**src/rtl/vga_timing_gen.sv**
```systemverilog
// Parametrised VGA timing generator with frame-boundary run/stop control.
// Optional border overlay is enabled by defining VGA_TIMING_BORDER_EN.
module vga_timing_gen #(
  parameter int H_SYNC   = 96,
  parameter int H_BACK   = 48,
  parameter int H_ACTIVE = 640,
  parameter int H_FRONT  = 16,
  parameter int V_SYNC   = 2,
  parameter int V_BACK   = 33,
  parameter int V_ACTIVE = 480,
  parameter int V_FRONT  = 10,
  parameter bit HS_POL   = 1'b0,
  parameter bit VS_POL   = 1'b0,
  parameter int PIX_LEAD = 1,
  parameter int RGB_W    = 12,
  parameter int CNT_W    = 12,
  parameter logic [RGB_W-1:0] BORDER_COLOR = {RGB_W{1'b1}}
) (
  input  logic             vga_clk,
  input  logic             sys_rst_n,
  input  logic             en,
  input  logic [RGB_W-1:0] pix_data,
  output logic             pix_req,
  output logic [CNT_W-1:0] pix_x,
  output logic [CNT_W-1:0] pix_y,
  output logic             hsync,
  output logic             vsync,
  output logic             de,
  output logic [RGB_W-1:0] vga_rgb,
  output logic             frame_start,
  output logic             running
);

  localparam int H_TOTAL = H_SYNC + H_BACK + H_ACTIVE + H_FRONT;
  localparam int V_TOTAL = V_SYNC + V_BACK + V_ACTIVE + V_FRONT;
  localparam int H_ACT_S = H_SYNC + H_BACK;
  localparam int H_ACT_E = H_ACT_S + H_ACTIVE;
  localparam int V_ACT_S = V_SYNC + V_BACK;
  localparam int V_ACT_E = V_ACT_S + V_ACTIVE;

  localparam logic [CNT_W-1:0] C_H_LAST = CNT_W'(H_TOTAL - 1);
  localparam logic [CNT_W-1:0] C_V_LAST = CNT_W'(V_TOTAL - 1);
  localparam logic [CNT_W-1:0] C_H_SYNC = CNT_W'(H_SYNC);
  localparam logic [CNT_W-1:0] C_V_SYNC = CNT_W'(V_SYNC);
  localparam logic [CNT_W-1:0] C_H_AS   = CNT_W'(H_ACT_S);
  localparam logic [CNT_W-1:0] C_H_AE   = CNT_W'(H_ACT_E);
  localparam logic [CNT_W-1:0] C_V_AS   = CNT_W'(V_ACT_S);
  localparam logic [CNT_W-1:0] C_V_AE   = CNT_W'(V_ACT_E);

  // Lead arithmetic is one bit wider so h_cnt+PIX_LEAD cannot wrap
  localparam logic [CNT_W:0] C_LEAD  = (CNT_W+1)'(PIX_LEAD);
  localparam logic [CNT_W:0] C_RQ_AS = (CNT_W+1)'(H_ACT_S);
  localparam logic [CNT_W:0] C_RQ_AE = (CNT_W+1)'(H_ACT_E);

  typedef enum logic {
    S_IDLE,
    S_RUN
  } state_t;

  state_t           r_state;
  state_t           w_state_nxt;
  logic [CNT_W-1:0] r_h_cnt;
  logic [CNT_W-1:0] r_v_cnt;
  logic             r_hsync;
  logic             r_vsync;
  logic             r_de;
  logic [RGB_W-1:0] r_rgb;
  logic             r_frame_start;

  logic             w_run;
  logic             w_line_last;
  logic             w_frame_last;
  logic             w_h_act;
  logic             w_v_act;
  logic             w_act;
  logic [CNT_W:0]   w_h_lead;
  logic             w_req_h;
  logic             w_req;
  logic [RGB_W-1:0] w_rgb_nxt;

  assign w_run        = (r_state == S_RUN);
  assign w_line_last  = (r_h_cnt == C_H_LAST);
  assign w_frame_last = w_line_last && (r_v_cnt == C_V_LAST);

  always_ff @(posedge vga_clk or negedge sys_rst_n) begin
    if (!sys_rst_n) begin
      r_state <= S_IDLE;
    end else begin
      r_state <= w_state_nxt;
    end
  end

  // Stop is only honoured at the frame end so a frame is never cut short
  always_comb begin
    w_state_nxt = r_state;
    unique case (r_state)
      S_IDLE: if (en) w_state_nxt = S_RUN;
      S_RUN:  if (w_frame_last && !en) w_state_nxt = S_IDLE;
      default: w_state_nxt = S_IDLE;
    endcase
  end

  always_ff @(posedge vga_clk or negedge sys_rst_n) begin
    if (!sys_rst_n) begin
      r_h_cnt <= '0;
      r_v_cnt <= '0;
    end else if (!w_run) begin
      r_h_cnt <= '0;
      r_v_cnt <= '0;
    end else if (w_line_last) begin
      r_h_cnt <= '0;
      r_v_cnt <= w_frame_last ? '0 : r_v_cnt + 1'b1;
    end else begin
      r_h_cnt <= r_h_cnt + 1'b1;
    end
  end

  assign w_h_act = (r_h_cnt >= C_H_AS) && (r_h_cnt < C_H_AE);
  assign w_v_act = (r_v_cnt >= C_V_AS) && (r_v_cnt < C_V_AE);
  assign w_act   = w_run && w_h_act && w_v_act;

  assign w_h_lead = {1'b0, r_h_cnt} + C_LEAD;
  assign w_req_h  = (w_h_lead >= C_RQ_AS) && (w_h_lead < C_RQ_AE);
  assign w_req    = w_run && w_v_act && w_req_h;

  assign pix_req = w_req;
  assign pix_x   = w_req ? CNT_W'(w_h_lead - C_RQ_AS) : '0;
  assign pix_y   = w_req ? (r_v_cnt - C_V_AS) : '0;

`ifdef VGA_TIMING_BORDER_EN
  logic w_border;
  assign w_border = (r_h_cnt == C_H_AS)
                 || (r_h_cnt == C_H_AE - 1'b1)
                 || (r_v_cnt == C_V_AS)
                 || (r_v_cnt == C_V_AE - 1'b1);
  always_comb begin
    w_rgb_nxt = '0;
    if (w_act) w_rgb_nxt = w_border ? BORDER_COLOR : pix_data;
  end
`else
  always_comb begin
    w_rgb_nxt = '0;
    if (w_act) w_rgb_nxt = pix_data;
  end
`endif

  always_ff @(posedge vga_clk or negedge sys_rst_n) begin
    if (!sys_rst_n) begin
      r_hsync       <= ~HS_POL;
      r_vsync       <= ~VS_POL;
      r_de          <= 1'b0;
      r_rgb         <= '0;
      r_frame_start <= 1'b0;
    end else begin
      r_hsync       <= (w_run && r_h_cnt < C_H_SYNC) ? HS_POL : ~HS_POL;
      r_vsync       <= (w_run && r_v_cnt < C_V_SYNC) ? VS_POL : ~VS_POL;
      r_de          <= w_act;
      r_rgb         <= w_rgb_nxt;
      r_frame_start <= w_run && (r_h_cnt == '0) && (r_v_cnt == '0);
    end
  end

  assign hsync       = r_hsync;
  assign vsync       = r_vsync;
  assign de          = r_de;
  assign vga_rgb     = r_rgb;
  assign frame_start = r_frame_start;
  assign running     = w_run;

endmodule

```
**config.mk**
```make
export PLATFORM = sky130hd
export DESIGN_NAME = vga_timing_gen
export DESIGN_NICKNAME = d
export VERILOG_FILES = /design/src/rtl/vga_timing_gen.sv
export SDC_FILE = /design/constraint.sdc
export NUM_CORES = 1
export LEC_CHECK = 0
export ABC_AREA = 1
export BUFFER_PORTS_ARGS = -buffer_cell sky130_fd_sc_hd__buf_2
export CAP_MARGIN = 0
export CORE_ASPECT_RATIO = 1.25
export CORE_UTILIZATION = 30
export CTS_CLUSTER_SIZE = 10
export DETAILED_ROUTE_END_ITERATION = 10
export SYNTH_ARGS = -nofsm -noshare
export SYNTH_HDL_FRONTEND = slang
export SYNTH_SLANG_ARGS = --single-unit
export TNS_END_PERCENT = 5
```
**constraint.sdc**
```tcl
create_clock -name vga_clk -period 2.3 [get_ports vga_clk]
set_input_delay 0.575 -clock vga_clk [delete_from_list [all_inputs] [get_ports vga_clk]]
set_output_delay 0.575 -clock vga_clk [all_outputs]
set_load 0.05 [all_outputs]
```
* Yosys cells after proc, flatten, opt, wreduce, memory -nomap -nowiden *
Index checks and enable logic that the tools add are counted.

storage, ports and cells
  register bits = 41

cells by class
  mux-type cells = 13
  eq/ne operators = 3
  bitwise operators = 1
  order comparisons = 8
  add/subtract/negate cells = 5
  reductions and logical operators = 16

operator list
  kind                   count
  $mux 12                8
  $add 12x1->12 const B  2
  $eq 12x10->1 const B   2
  $logic_not 12->1       2
  $lt 12x10->1 const B   2
  $add 12x1->13 const B  1
  $ge 13x8->1 const B    1
  $logic_and 1x1->1      13
  $lt 13x10->1 const B   1
  $ge 12x6->1 const B    1
  $ge 12x8->1 const B    1
  $lt 12x2->1 const B    1
  $lt 12x7->1 const B    1
  $sub 12x6->12 const B  1
  $sub 12x8->12 const B  1
  $mux 1                 4
  $ne 2x1->1 const B     1
  $pmux 1 s2             1
  $logic_not 1->1        1
  $not 1->1              1

* Depth between registers and ports, before layout *
  depth in word-level cells = 5
  depth in mapped cells = 16

* Worst setup path after synthesis *
Ideal clock, no wire load.

  path kind = reg2out
  start point = reg r_h_cnt[0]
  end point = out pix_x[4]
  arrival time = 2.512 ns
  path buffers = 1
  stages on the path, launching flop included = 17
  data required time = 1.725 ns
  setup slack = -0.787 ns
  cells stage by stage = dfrtp_1 ha_1 nand2_1 nor2_4 nand2_1 nand2_2 inv_1 ha_1 nand3_1 nor2_1 nand3_1 nor2_1 nor2_1 nand2_1 nand2_2 buf_6 nor2_1

on the way
  longest elaborated chain between the ends = 5
  elaborated cells between the ends (all ways) = 7
  those cells by class = 2 x add/sub; 2 x order compare; 1 x mux; 2 x reduce/logical

RTL lines
  item                                                RTL line  RTL
  start, declared                                     62        logic [CNT_W-1:0] r_h_cnt;
  start signal, assigned                              114       r_h_cnt <= r_h_cnt + 1'b1;
  $add 12x1->13 (*)                                   122       assign w_h_lead = {1'b0, r_h_cnt} + C_LEAD;
  $ge 13x8->1 / $lt 13x10->1 (equally long branches)  123       assign w_req_h = (w_h_lead >= C_RQ_AS) && (w_h_lead < C_RQ_AE);
  $logic_and 1x1->1                                   123
  $logic_and 1x1->1                                   124       assign w_req = w_run && w_v_act && w_req_h;
  $mux 12 (*)                                         127       assign pix_x = w_req ? CNT_W'(w_h_lead - C_RQ_AS) : '0;
  end, declared                                       24        output logic [CNT_W-1:0] pix_x,

Mark *: on every way between the ends. The rest lies on a longest branch, timed or not.

* Final worst setup path *
  start point = reg r_h_cnt[0]
  end point = out pix_x[3]

The elaborated chain is that of the path after synthesis.

==> results.toml <==
[run_status]
outcome = "finished, violations left"
violations = "setup timing"

[floorplan]
start_util_pct = 30.8
ios = 57
die_x_um = 86.6
coreArea_um2 = 8700
die-area_um2 = 9320
rows = 38
die_h_um = 108

[worst_setup_path]
timing.rr.start = "r_v_cnt[0]"
critPathRequiredTime_ns = 1.73
cp.arrival_ns = 2.35
path_max_fanout = 9
crit_path_end_kind = "primary output"
ff2ff_path_depth = 10
reg2reg_slack_ns = 0.42
path_class = "reg -> out"
start_kind = "flop"
r2r-end = "vga_rgb[10]"

[sta]
hold-worst-slack_ns = 0.205
finalHoldViolations = 0
drv_slew = 0
relSlewSlack_pct = 66.2
max_freq_mhz = 342
rsz0062_at_grt = "true"
period_needed_ns = 2.92
fin_ws_ns = -0.623
period_share_pct = 127
finalSetupViolCount = 24
worst_pin_slew_ns = 0.505
finClkSkew_ns = 0.00655

[yosys]
synth_cell_types = 29
avgSynthCellArea_um2 = 7.19
yosys.area.top_type = "dfrtp_1"
yosysSeqAreaShare_pct = 38.4
yosysWarnings = 0
synthesis.area_um2 = 2680
synth_area_leaders = "dfrtp_1 (36%), nor2_1 (11%), inv_1 (8.3%)"
ys_ff_latch = 41
synth.top_cell.area_share_pct = 36.4
synthCells = 373
synth_nets = 395

[layout]
fin_nets = 531
num_antenna_cells = 0
syn_to_final_growth_pct = 55.2
layout-drive-gt1-share_pct = 40.5

[power]
combPwrFrac_pct = 44.8
p_int_uw = 1640
seq_power_share_pct = 33.7
leakage_uw = 0.00226
p_sw_uw = 993
total_power_uw = 2640
max-vdd-ir-drop_uv = 557
pwr-share-clk_pct = 21.5
switching_share_pct = 37.7
p_per_area_nw_per_um2 = 634

[place]
gp_congestion = 0.845
port_buffers = 55
hpwl_um = 5930

[global_route]
grt_pass1_vias = 2838
grt_max_degree = 18
antenna_found_initial = 0
met2_usage_pct = 33.1
overflow = 0
grt_pass1_wl_um = 12400
use_met1_pct = 18.1
gr-max-usage-layer = "met2"
use_met3_pct = 2.38
gr-usage-all-layers_pct = 17.1

[job]
maxCapViolCount = 0

[clock_tree]
clock-sinks = 41
cts_tree = "done"
clockRootBuffer = "clkbuf_8"
clk_path_buf_depth = 2
worstSkewPairLatency_ns = 0.29
cts_buffers = 5
cts_setup_buffers = 0
htreeDepth = 2
path_clk_slew_ns = 0.08

[detailed_routing]
vias = 2787
drtIter0Drc = 118
ant_nets = 0
drtPass1Iterations = 4
wirelength_um = 7290
wl_per_cell_um = 11.6
drc_errors = 0
routed_via_density = 4.43

[min_path]
hp-class = "in -> async"
## metal layers
metal | vias to the layer above | share of wire [%]
met5 | - | 0
met4 | 0 | 2.8
met3 | 14 | 2.8
met2 | 59 | 56
met1 | 1291 | 39
li1 | 1423 | -
## cell type report
class                   instances  area, µm²
flip-flops and latches         41       1030
multi-input cells             260       1540
fillers                       872       4540
inverters                      62        236
clock buffers                   5       68.8
clock inverters                 2       35.0
repair buffers                139       1100
well taps                     120        150
## flip-flops by register name (all words and copies together) (netlist names)
| signal | count |
|---|---|
| running | 1 |
| r_h_cnt | 12 |
| de | 1 |
| r_v_cnt | 12 |
| vsync | 1 |
| vga_rgb | 12 |
| hsync | 1 |
| frame_start | 1 |
## cells in the final DEF (no fill, tap or decap), types with 4 or more instances in the layout
master    instances
buf_4            81
nor2_1           60
inv_1            56
nand2_1          56
dfrtp_1          36
buf_2            31
nor2_4           27
nand3_1          22
buf_6            22
nand4_1          18
xor2_1           15
o21ai_0          13
nand2_2          10
a21oi_1           7
ha_1              6
nor2_2            5
clkbuf_8          5
inv_2             4
## critical path: stages, from the launching register on
cell,delay (ns)
dfrtp_2,0.44
ha_4,0.19
nand2_4,0.08
nor2_4,0.04
nand2_2,0.06
nand2_2,0.06
inv_2,0.06
ha_1,0.13
nand3_1,0.07
nor2_1,0.10
nand3_1,0.07
nor2_1,0.09
nor2_1,0.04
nand2_1,0.09
nand2_4,0.10
buf_12,0.18
nor2_4,0.09
buf_6,0.16
## synth_stat cells (all sizes together)
cell type and number:
nor2 92, nand2 68, inv 61, dfrtp 39, nand3 24, nand4 18
o21ai 15, xor2 15, buf 8, a21oi 7, ha 7, nor3 3
nor4 3, clkbuf 2, dfstp 2, nor3b 2, or2 2, and3 1
clkinv 1, conb 1, o21bai 1, o31ai 1
## cells by family after synthesis
group	Yosys count	share of synthesized area, %
AND/OR/NAND/NOR	213	37.2
XOR/XNOR	15	4.90
buffers and inverters	72	11.4
AO/OA/AOI/OAI	24	4.67
other	1	0.140
adder cells (fa/ha/maj)	7	3.27
flip-flops	41	38.4
## power by group through the flow
stage	Sequential [µW]	Combinational, µW	Clock, µW
after floorplan	913	631	0
after global placement	896	1140	0
final	889	1180	566
after CTS	885	1170	577
after detailed placement	898	1160	0
after global routing	900	1310	599
## stage by stage
| stage | cell area, µm² | cells | setup TNS [ns] | setup slack, ns | util, % |
|---|---|---|---|---|---|
| 2_1_floorplan | 2870 | 373 | -8.02 | -0.357 | - |
| 3_3_place_gp | 3870 | 622 | -9.05 | -0.404 | 44.5 |
| 3_5_place_dp | 3870 | 622 | -9.62 | -0.425 | 44.5 |
| 4_1_cts | 4130 | 629 | -15.54 | -0.673 | 47.5 |
| 5_1_grt | 4160 | 629 | -19.11 | -0.817 | 47.8 |
| 6_report | 4160 | 629 | -14.53 | -0.623 | 47.8 |
## worst max path at each step
stage                          start        end  slack [ns]  cells after the start
final                     r_h_cnt[0]   pix_x[3]       -0.62                     17
after global routing      r_h_cnt[1]   pix_x[3]       -0.82                     16
after CTS                 r_h_cnt[1]   pix_x[1]       -0.67                     16
after detailed placement  r_h_cnt[1]   pix_y[1]       -0.42                     15
after global placement    r_v_cnt[0]   pix_y[1]       -0.40                     13
after floorplan           r_h_cnt[0]  pix_x[10]       -0.36                     16
## repair_timing
| item | in CTS | in global routing |
|---|---|---|
| hold buffers | 0 | 0 |
| setup endpoints to repair | 24 | 24 |
| gates resized for setup | 51 | 9 |
| pin swaps | 2 | 0 |
| hold endpoints to repair | 0 | 0 |
(Power assumes the default switching activity.)
